$ cat src/rtl/snake_engine_if.sv
// Bus between the snake core and its surroundings: step/buttons/food/readout in,
// head/length/status/row occupancy out.
interface snake_engine_if #(
  parameter int COLS    = 16,
  parameter int ROWS    = 8,
  parameter int MAX_LEN = 32
);
  localparam int XW = $clog2(COLS);
  localparam int YW = $clog2(ROWS);
  localparam int LW = $clog2(MAX_LEN + 1);

  logic          tick;
  logic          btnUp;
  logic          btnDown;
  logic          btnLeft;
  logic          btnRight;
  logic [XW-1:0] foodX;
  logic [YW-1:0] foodY;
  logic [YW-1:0] row_sel;
  logic [COLS-1:0] row_bits;
  logic [XW-1:0] head_x;
  logic [YW-1:0] head_y;
  logic [LW-1:0] length;
  logic          eat;
  logic          game_over;
  logic          busy;

  modport master (
    output tick, btnUp, btnDown, btnLeft, btnRight, foodX, foodY, row_sel,
    input  row_bits, head_x, head_y, length, eat, game_over, busy
  );

  modport slave (
    input  tick, btnUp, btnDown, btnLeft, btnRight, foodX, foodY, row_sel,
    output row_bits, head_x, head_y, length, eat, game_over, busy
  );
endinterface

$ cat src/rtl/snake_engine.sv
// Snake game core: ring-buffer body, occupancy bitmap, tick-stepped movement and
// collision. Define SNAKE_WRAP_EN to make the walls wrap instead of ending the game.
module snake_engine #(
  parameter int COLS     = 16,
  parameter int ROWS     = 8,
  parameter int MAX_LEN  = 32,
  parameter int INIT_LEN = 3
) (
  input logic           clk,
  input logic           reset,
  snake_engine_if.slave bus
);
  localparam int XW = $clog2(COLS);
  localparam int YW = $clog2(ROWS);
  localparam int LW = $clog2(MAX_LEN + 1);
  localparam int PW = $clog2(MAX_LEN);
  localparam int CW = XW + YW;

  typedef enum logic [1:0] {S_INIT, S_RUN, S_MOVE, S_OVER} state_t;
  // Encoding chosen so opposite directions differ only in bit 0.
  typedef enum logic [1:0] {D_UP, D_DOWN, D_LEFT, D_RIGHT} dir_t;

  state_t          r_state, w_state_nx;
  dir_t            r_dir, w_req;
  logic            w_req_vld, w_rev;

  logic [XW-1:0]   r_bx [MAX_LEN];
  logic [YW-1:0]   r_by [MAX_LEN];
  logic [PW-1:0]   r_hptr, r_tptr;
  logic [COLS*ROWS-1:0] r_map;
  logic [XW-1:0]   r_hx;
  logic [YW-1:0]   r_hy;
  logic [LW-1:0]   r_len;
  logic            r_eat;
  logic [COLS-1:0] r_row;
  logic [3:0]      r_btn_prev;

  logic [3:0]      w_btn;
  logic            w_btn_rise;
  logic [XW-1:0]   w_nx, w_ix, w_wr_x;
  logic [YW-1:0]   w_ny, w_wr_y;
  logic [CW-1:0]   w_ncell, w_tcell, w_icell;
  logic            w_edge, w_off, w_grow, w_hit, w_die, w_len_inc;
  logic            w_init_last, w_wr_en;

  assign w_btn      = {bus.btnUp, bus.btnDown, bus.btnLeft, bus.btnRight};
  assign w_btn_rise = |(w_btn & ~r_btn_prev);

  always_comb begin
    w_req_vld = 1'b1;
    w_req     = D_RIGHT;
    if (bus.btnUp)         w_req = D_UP;
    else if (bus.btnDown)  w_req = D_DOWN;
    else if (bus.btnLeft)  w_req = D_LEFT;
    else if (bus.btnRight) w_req = D_RIGHT;
    else                   w_req_vld = 1'b0;
  end

  assign w_rev = ((w_req ^ r_dir) == 2'b01);

  always_comb begin
    w_nx   = r_hx;
    w_ny   = r_hy;
    w_edge = 1'b0;
    case (r_dir)
      D_UP: begin
        w_ny   = r_hy - YW'(1);
        w_edge = (r_hy == '0);
      end
      D_DOWN: begin
        w_ny   = r_hy + YW'(1);
        w_edge = (r_hy == YW'(ROWS - 1));
      end
      D_LEFT: begin
        w_nx   = r_hx - XW'(1);
        w_edge = (r_hx == '0);
      end
      default: begin
        w_nx   = r_hx + XW'(1);
        w_edge = (r_hx == XW'(COLS - 1));
      end
    endcase
  end

`ifdef SNAKE_WRAP_EN
  assign w_off = 1'b0;
`else
  assign w_off = w_edge;
`endif

  // Food ports are exactly XW/YW wide, so any food value lies inside the grid.
  assign w_ncell   = {w_ny, w_nx};
  assign w_tcell   = {r_by[r_tptr], r_bx[r_tptr]};
  assign w_grow    = (w_nx == bus.foodX) && (w_ny == bus.foodY);
  assign w_hit     = r_map[w_ncell] && !((w_ncell == w_tcell) && !w_grow);
  assign w_die     = w_off || w_hit;
  assign w_len_inc = w_grow && (r_len < LW'(MAX_LEN));

  assign w_ix        = XW'(r_len);
  assign w_icell     = {YW'(ROWS / 2), w_ix};
  assign w_init_last = (r_len == LW'(INIT_LEN - 1));

  always_ff @(posedge clk or negedge reset) begin
    if (!reset) r_state <= S_INIT;
    else        r_state <= w_state_nx;
  end

  always_comb begin
    w_state_nx = r_state;
    case (r_state)
      S_INIT: if (w_init_last) w_state_nx = S_RUN;
      S_RUN:  if (bus.tick)    w_state_nx = S_MOVE;
      S_MOVE: w_state_nx = w_die ? S_OVER : S_RUN;
      S_OVER: if (w_btn_rise)  w_state_nx = S_INIT;
      default: w_state_nx = S_INIT;
    endcase
  end

  assign w_wr_en = (r_state == S_INIT) || ((r_state == S_MOVE) && !w_die);
  assign w_wr_x  = (r_state == S_INIT) ? w_ix : w_nx;
  assign w_wr_y  = (r_state == S_INIT) ? YW'(ROWS / 2) : w_ny;

  // Body storage holds no reset: only slots between the pointers are ever read.
  always_ff @(posedge clk) begin
    if (w_wr_en) begin
      r_bx[r_hptr] <= w_wr_x;
      r_by[r_hptr] <= w_wr_y;
    end
  end

  always_ff @(posedge clk or negedge reset) begin
    if (!reset) begin
      r_dir      <= D_RIGHT;
      r_hptr     <= '0;
      r_tptr     <= '0;
      r_map      <= '0;
      r_hx       <= '0;
      r_hy       <= '0;
      r_len      <= '0;
      r_eat      <= 1'b0;
      r_row      <= '0;
      r_btn_prev <= '0;
    end else begin
      r_eat      <= 1'b0;
      r_btn_prev <= w_btn;
      r_row      <= r_map[{bus.row_sel, {XW{1'b0}}} +: COLS];
      case (r_state)
        S_INIT: begin
          r_dir          <= D_RIGHT;
          r_map[w_icell] <= 1'b1;
          r_hx           <= w_ix;
          r_hy           <= YW'(ROWS / 2);
          r_hptr         <= r_hptr + PW'(1);
          r_len          <= r_len + LW'(1);
        end
        S_RUN: if (w_req_vld && !w_rev) r_dir <= w_req;
        S_MOVE: if (!w_die) begin
          if (w_len_inc) begin
            r_len <= r_len + LW'(1);
          end else begin
            r_map[w_tcell] <= 1'b0;
            r_tptr         <= r_tptr + PW'(1);
          end
          // Set after the tail clear so stepping onto the old tail keeps the bit.
          r_map[w_ncell] <= 1'b1;
          r_hptr         <= r_hptr + PW'(1);
          r_hx           <= w_nx;
          r_hy           <= w_ny;
          r_eat          <= w_grow;
        end
        S_OVER: if (w_btn_rise) begin
          r_map  <= '0;
          r_hptr <= '0;
          r_tptr <= '0;
          r_len  <= '0;
        end
        default: ;
      endcase
    end
  end

  assign bus.row_bits  = r_row;
  assign bus.head_x    = r_hx;
  assign bus.head_y    = r_hy;
  assign bus.length    = r_len;
  assign bus.eat       = r_eat;
  assign bus.game_over = (r_state == S_OVER);
  assign bus.busy      = (r_state == S_INIT) || (r_state == S_MOVE);
endmodule

$ cat src/flat_wrapper.sv
// flat-port wrapper written by rule: the top's interface ports become plain ports
module snake_engine_flat 
#(
  parameter int COLS     = 16,
  parameter int ROWS     = 8,
  parameter int MAX_LEN  = 32,
  parameter int INIT_LEN = 3
)
  (clk, reset, bus_tick, bus_btnUp, bus_btnDown, bus_btnLeft, bus_btnRight, bus_foodX, bus_foodY, bus_row_sel, bus_row_bits, bus_head_x, bus_head_y, bus_length, bus_eat, bus_game_over, bus_busy);
  snake_engine_if #(.COLS(COLS), .ROWS(ROWS), .MAX_LEN(MAX_LEN)) bus_i ();
  input logic clk;
  input logic reset;
  input wire logic [$bits(bus_i.tick)-1:0] bus_tick;
  input wire logic [$bits(bus_i.btnUp)-1:0] bus_btnUp;
  input wire logic [$bits(bus_i.btnDown)-1:0] bus_btnDown;
  input wire logic [$bits(bus_i.btnLeft)-1:0] bus_btnLeft;
  input wire logic [$bits(bus_i.btnRight)-1:0] bus_btnRight;
  input wire logic [$bits(bus_i.foodX)-1:0] bus_foodX;
  input wire logic [$bits(bus_i.foodY)-1:0] bus_foodY;
  input wire logic [$bits(bus_i.row_sel)-1:0] bus_row_sel;
  output wire logic [$bits(bus_i.row_bits)-1:0] bus_row_bits;
  output wire logic [$bits(bus_i.head_x)-1:0] bus_head_x;
  output wire logic [$bits(bus_i.head_y)-1:0] bus_head_y;
  output wire logic [$bits(bus_i.length)-1:0] bus_length;
  output wire logic [$bits(bus_i.eat)-1:0] bus_eat;
  output wire logic [$bits(bus_i.game_over)-1:0] bus_game_over;
  output wire logic [$bits(bus_i.busy)-1:0] bus_busy;
  assign bus_i.tick = bus_tick;
  assign bus_i.btnUp = bus_btnUp;
  assign bus_i.btnDown = bus_btnDown;
  assign bus_i.btnLeft = bus_btnLeft;
  assign bus_i.btnRight = bus_btnRight;
  assign bus_i.foodX = bus_foodX;
  assign bus_i.foodY = bus_foodY;
  assign bus_i.row_sel = bus_row_sel;
  assign bus_row_bits = bus_i.row_bits;
  assign bus_head_x = bus_i.head_x;
  assign bus_head_y = bus_i.head_y;
  assign bus_length = bus_i.length;
  assign bus_eat = bus_i.eat;
  assign bus_game_over = bus_i.game_over;
  assign bus_busy = bus_i.busy;
  snake_engine #(.COLS(COLS), .ROWS(ROWS), .MAX_LEN(MAX_LEN), .INIT_LEN(INIT_LEN)) u_core (.clk(clk), .reset(reset), .bus(bus_i));
endmodule
$ cat config.mk
export PLATFORM = sky130hd
export DESIGN_NAME = snake_engine_flat
export DESIGN_NICKNAME = d
export VERILOG_FILES = /design/src/rtl/snake_engine_if.sv /design/src/rtl/snake_engine.sv /design/src/flat_wrapper.sv
export SDC_FILE = /design/constraint.sdc
export NUM_CORES = 1
export LEC_CHECK = 0
export ABC_AREA = 0
export BUFFER_PORTS_ARGS = -buffer_cell sky130_fd_sc_hd__buf_2
export CORE_UTILIZATION = 60
export DETAILED_ROUTE_END_ITERATION = 7
export HOLD_SLACK_MARGIN = 0.06
export PLACE_DENSITY = 0.77
export RECOVER_POWER = 100
export SYNTH_ARGS = -nofsm -noshare
export SYNTH_HDL_FRONTEND = slang
export SYNTH_SLANG_ARGS = --single-unit
$ cat constraint.sdc
create_clock -name clk -period 8.4 [get_ports clk]
set_input_delay 1.68 -clock clk [delete_from_list [all_inputs] [get_ports clk]]
set_output_delay 1.68 -clock clk [all_outputs]
set_load 0.05 [all_outputs]
* After elaboration in Yosys (flattened, before gate mapping)
Memory sizes are Yosys's and may differ from the RTL's. Index checks and enable logic that the tools add are counted.
Storage, ports and cells: flip-flop bits (word level) 176, RAM bits 224, bits of input ports 17, output and inout bits 32, logic and storage cells 137, memories kept 2
Memory list:
- u_core.r_bx | words 32, width 4, rd ports 1, clocked after Yosys merged registers in 0, write ports 1, RTL line snake_engine.sv:27 | logic [XW-1:0] r_bx [MAX_LEN];
- u_core.r_by | words 32, width 3, rd ports 1, clocked after Yosys merged registers in 0, write ports 1, RTL line snake_engine.sv:28 | logic [YW-1:0] r_by [MAX_LEN];
Cells by class: add/sub/neg operators 7, $lt $le $gt $ge 7, eq/ne operators 19, shift-type cells 1, muxes and demuxes 51, bitwise operators 7, reduce and logical (&&, ||, !) cells 32
Operators with widths (number):
- $mux W128 | 5
- $pmux W128 S3 | 1
- $and A128 B128 Y128 | 1
- $not A128 Y128 | 1
- $or A128 B128 Y128 | 1
- $or A128 B80 Y128 | 1
- $shiftx A128 B8 Y16 | 1
- $lt A7 B8 Y1 const B | 3
- $ge A7 B1 Y1 const B | 3
- $mux W5 | 4
- $mux W6 | 3
- $pmux W6 S3 | 1
- $pmux W4 S2 | 2
- $pmux W5 S3 | 1
- $demux W1 S7 | 2
- $mux W2 | 7
- $mux W1 | 13
- $pmux W3 S2 | 2
- $add A5 B1 Y5 const B | 2
- $pmux W5 S2 | 1
- $logic_and A1 B1 Y1 | 9
- $mux W4 | 2
- $ne A2 B1 Y1 const B | 4
- $pmux W2 S4 | 1
- other kinds (35) | 53

* Logic depth before layout (Yosys ltp)
word-level depth 15, gate-level depth with buffers 22, mapped depth without buffers 14

* Worst setup path after synthesis
OpenSTA, ideal clock, no wires.
path kind register to register, from register u_core.r_dir[1], to memory u_core.r_bx[11][0] (netlist bit) (enable), setup time 0.326 ns, arrival time 4.963 ns, path slack 3.111 ns, stages on the path, launching flop included 20, path buffers 6, cells stage by stage dfstp_2 -> buf_4 -> clkbuf_1 -> clkbuf_1 -> clkbuf_1 -> nand2_1 -> xnor2_1 -> ha_1 -> or4b_4 -> a21o_1 -> nand2_2 -> buf_6 -> mux4_2 -> a22oi_1 -> nand3_1 -> a31oi_4 -> a21oi_4 -> a21oi_2 -> clkbuf_1 -> and3_1
On the way: cells in the longest elaborated chain, start to end 15, elaborated cells between the ends (all ways) 23, those cells by class eq/ne (5); mux (7); reduce/logical (11)
Ends and longest elaborated chain:
- start: declaration | RTL line snake_engine.sv:24 | dir_t r_dir, w_req;
- start signal: assignment | RTL line snake_engine.sv:156 | S_RUN: if (w_req_vld && !w_rev) r_dir <= w_req;
- branches (longest 9 deep; another with $bmux W1 S7)
- $logic_or A1 B1 Y1 * | RTL line snake_engine.sv:96 | assign w_die = w_off || w_hit;
- $logic_not A1 Y1 * | RTL line snake_engine.sv:119 | assign w_wr_en = (r_state == S_INIT) || ((r_state == S_MOVE) && !w_die);
- $logic_and A1 B1 Y1 * | RTL line snake_engine.sv:119
- $logic_or A1 B1 Y1 * | RTL line snake_engine.sv:119
- $mux W1 * | RTL line snake_engine.sv:125 | if (w_wr_en) begin
- $mux W1 (not written as such) * | RTL line snake_engine.sv:126 | r_bx[r_hptr] <= w_wr_x;
- end: declaration | RTL line snake_engine.sv:27
Every way passes the cells marked *. The select of a mux whose other input is x is not followed.

* Worst setup path after layout
from register u_core.r_state[0], to memory u_core.r_bx[10][0] (netlist bit), data pin
On the way: cells in the longest elaborated chain, start to end 2
Ends and longest elaborated chain:
- start: declaration | RTL line snake_engine.sv:23 | state_t r_state, w_state_nx;
- start signal: assignment | RTL line snake_engine.sv:105 | else r_state <= w_state_nx;
- $logic_not A2 Y1 | RTL line snake_engine.sv:120 | assign w_wr_x = (r_state == S_INIT) ? w_ix : w_nx;
- $mux W4 | RTL line snake_engine.sv:120
- net u_core.w_wr_x[0] | RTL line snake_engine.sv:40 | logic [XW-1:0] w_nx, w_ix, w_wr_x;
The timed path passes the listed nets, and every way through them passes these cells.

==> results.py <==
metrics = {
    "outcome": {
        "violations": "max-capacitance violations, max-slew violations",
        "outcome": "finished, violations left",
    },
    "grt": {
        "grt_antenna_before_repair": 0,
        "grt.total_usage": 0.363,
        "busiest_layer": "met2",
        "use_met1": 0.514,
        "grt_util_met2": 0.537,
        "grt_pass1_vias": 15300,
        "overflow": 0,
        "grt_pass1_wl_um": 96100,
        "use_met3": 0.0966,
        "grt_max_degree": 98,
    },
    "cells_and_area": {
        "area_growth_pct": 8.12,
        "fillers": 2322,
        "drive_gt1_frac": 0.177,
        "layout_common_cells": "edfxtp_1 (224), dfrtp_1 (171), a21oi_1 (157)",
        "final_common_cell": "edfxtp_1",
        "seqCellArea_sq_um": 11100,
        "multi_input_area_sq_um": 8910,
        "fin_nets": 1630,
        "diodes": 0,
    },
    "yosys": {
        "avgSynthCellArea_sq_um": 12.8,
        "netlist_instances": 1621,
        "synth_seq_cells": 400,
        "synth-simple-area-share": 0.0697,
        "synth_edf_count": 224,
        "synth_ff_type": "edfxtp_1",
        "synth_compound_area_frac": 0.166,
        "synth_xor_area_frac": 0.0110,
        "synth_mux_area_frac": 0.176,
        "synthArstFlopShare": 0.440,
        "synth_fa_ha_area_frac": 0.00699,
        "synth_seq_area_share": 0.536,
        "synth_top_family_by_area": "multiplexers",
        "synth_nets": 1649,
        "netlist_area_sq_um": 20800,
        "synthDistinctLibCells": 73,
        "yosysWarnings": 0,
    },
    "worst_setup_path": {
        "worstSetupPathType": "reg2reg",
        "crit_path_start_kind": "flop",
        "critPathRequiredTime_ps": 8490,
        "cp-end-kind": "flop",
        "reg2reg_from": "u_core.r_state[0]$_DFFE_PN0P_",
        "cp_max_fo": 69,
        "crit_start": "u_core.r_state[0]$_DFFE_PN0P_",
        "crit_arrival_ps": 7450,
    },
    "floorplan": {
        "rows": 67,
        "core_sq_um": 33800,
        "die_h_um": 188,
        "die_area_sq_um": 35400,
        "num_io_pins": 49,
        "initial_utilization": 0.615,
        "die_x_um": 188,
    },
    "sta": {
        "setup_tns_ps": 0,
        "fin_skew_ps": 24.9,
        "period_share": 0.876,
        "setup_viol": 0,
        "worst_slack_ps": 1040,
        "min_period_ps": 7360,
        "slew_violations": 503,
        "relSlewSlack": -1.27,
        "worst_pin_slew_ps": 3410,
        "fmax_mhz": 136,
        "rsz0062_at_grt": "false",
        "hold_viol": 0,
    },
    "routing": {
        "totalWireLength_um": 63500,
        "drc": 0,
        "dr.pass1.iters": 7,
        "drt-initial-drc-count": 2677,
        "num_vias": 16000,
        "viasPerCell": 7.66,
        "wl_per_cell_um": 30.5,
        "drtAntennaViolNets": 0,
    },
    "clock_network": {
        "cts_setup_buffers": 0,
        "cts_made_buffers": 41,
        "tritoncts": "yes",
        "clock_path_buffers": 3,
        "ctsResizeCount": 0,
        "cts_sinks": 400,
        "clkLatencyLatePin_ps": 570,
        "hold_buffers": 0,
        "clk_pin_slew_worst_paths_ps": 60,
        "root_buffer": "clkbuf_16",
        "htreeDepth": 2,
    },
    "run": {
        "max_cap_violations": 12,
    },
    "power": {
        "powerDensity_nw_per_um2": 424,
        "ir_drop_mv": 0.399,
        "cellLeakagePower_nw": 8.17,
    },
    "placed_design": {
        "port_buffers": 48,
        "post-place-ws_ps": 2230,
        "gp_congestion": 0.953,
        "dp_hpwl_um": 39100,
    },
    "hold_path": {
        "min_path_type": "reg2reg",
        "hp-start": "u_core.r_map[28]$_DFFE_PN0P_",
    },
}
-- through the flow --
step           area, sq um  hold WS, ps   util  instances  power [mW]
2_1_floorplan        20800          474      -       1621        5.86
3_3_place_gp         21200          487  0.628       2007        7.26
3_5_place_dp         21200          506  0.628       2007        7.36
4_1_cts              22700          531  0.670       2082        9.32
5_1_grt              22500          562  0.665       2082        9.75
6_report             22500          538  0.665       2082        9.52
-- flip-flops by register name, summed over array words and instances (netlist names) --
name / count
u_core.bus.length: 6
u_core.r_by: 96
u_core.bus.head_y: 3
u_core.bus.eat: 1
u_core.r_btn_prev: 4
u_core.r_hptr: 5
u_core.r_map: 128
u_core.bus.row_bits: 16
u_core.r_dir: 2
u_core.bus.head_x: 4
u_core.r_bx: 128
u_core.r_tptr: 5
u_core.r_state: 2
-- path summary, 6_finish.rpt --
path / cells after the start / to / slack [ps]
hold reg to reg: 2 / u_core.r_map[28]$_DFFE_PN0P_ / 540
setup reg to reg: 4 / u_core.r_bx[10][0]$_DFFE_PP_ / 1040
setup / recovery: 4 / u_core.r_bx[10][0]$_DFFE_PP_ / 1040
max in group asynchronous: 2 / u_core.bus.row_bits[2]$_DFF_PN0_ / 2190
hold / removal: 2 / u_core.r_map[28]$_DFFE_PN0P_ / 540
min in group asynchronous: 1 / u_core.bus.length[4]$_DFFE_PN0P_ / 1940
-- power by group --
part	switching, mW	internal (mW)
registers	0.392	2.62
clock network	0.798	1.18
logic	3.31	1.23
total	4.50	5.03
-- synth_stat cells, drive strengths merged, types with 6 or more instances --
master / count / share of area
a211oi: 6 / 0.0024
or3: 10 / 0.0030
o211ai: 6 / 0.0022
mux4: 122 / 0.13
nand2b: 6 / 0.0018
nand4: 9 / 0.0027
nor2: 76 / 0.014
edfxtp: 224 / 0.32
mux2i: 60 / 0.029
inv: 22 / 0.0040
nor3: 14 / 0.0034
xnor2: 16 / 0.0067
o22a: 7 / 0.0030
o31ai: 121 / 0.053
a21o: 7 / 0.0025
o22ai: 11 / 0.0036
clkbuf: 79 / 0.014
o221ai: 6 / 0.0025
a22oi: 13 / 0.0047
o21ai: 151 / 0.036
nand3: 30 / 0.0075
or2: 8 / 0.0024
and3: 37 / 0.011
a21oi: 162 / 0.040
mux2: 27 / 0.015
dfrtp: 174 / 0.21
ha: 10 / 0.0060
buf: 53 / 0.017
nand2: 83 / 0.015
a31oi: 10 / 0.0037
-- worst max-delay path, stage by stage, from the launching register on --
cell      delay [ps]
dfrtp_1         2040
clkbuf_1        2180
nor2_1           790
a21oi_2          360
clkbuf_1        1420
-- routing by layer --
layer  up-vias  wire length [um]
met5         -                 0
met4         0              2720
met3       255              9270
met2      1528             28500
met1      7837             23000
li1       6337                 -
-- cell type report --
class | count | share of cell area
Clock buffer | 56 | 0.0509
Clock inverter | 19 | 0.0136
Inverter | 22 | 0.00368
Multi-Input combinational cell | 1067 | 0.396
Sequential cell | 400 | 0.496
Tap cell | 448 | 0.0250
Timing Repair Buffer | 70 | 0.0144
-- cells by family (layout without fill, tap and decap cells) --
kind of cell             Yosys count  in the layout
AND/OR/NAND/NOR                  297            297
flip-flops                       400            400
multiplexers                     209            209
buffers and inverters            154            167
AO/OA/AOI/OAI                    527            527
adder cells (fa/ha/maj)           11             11
XOR/XNOR                          23             23
Power figures use the tool's default switching activity.
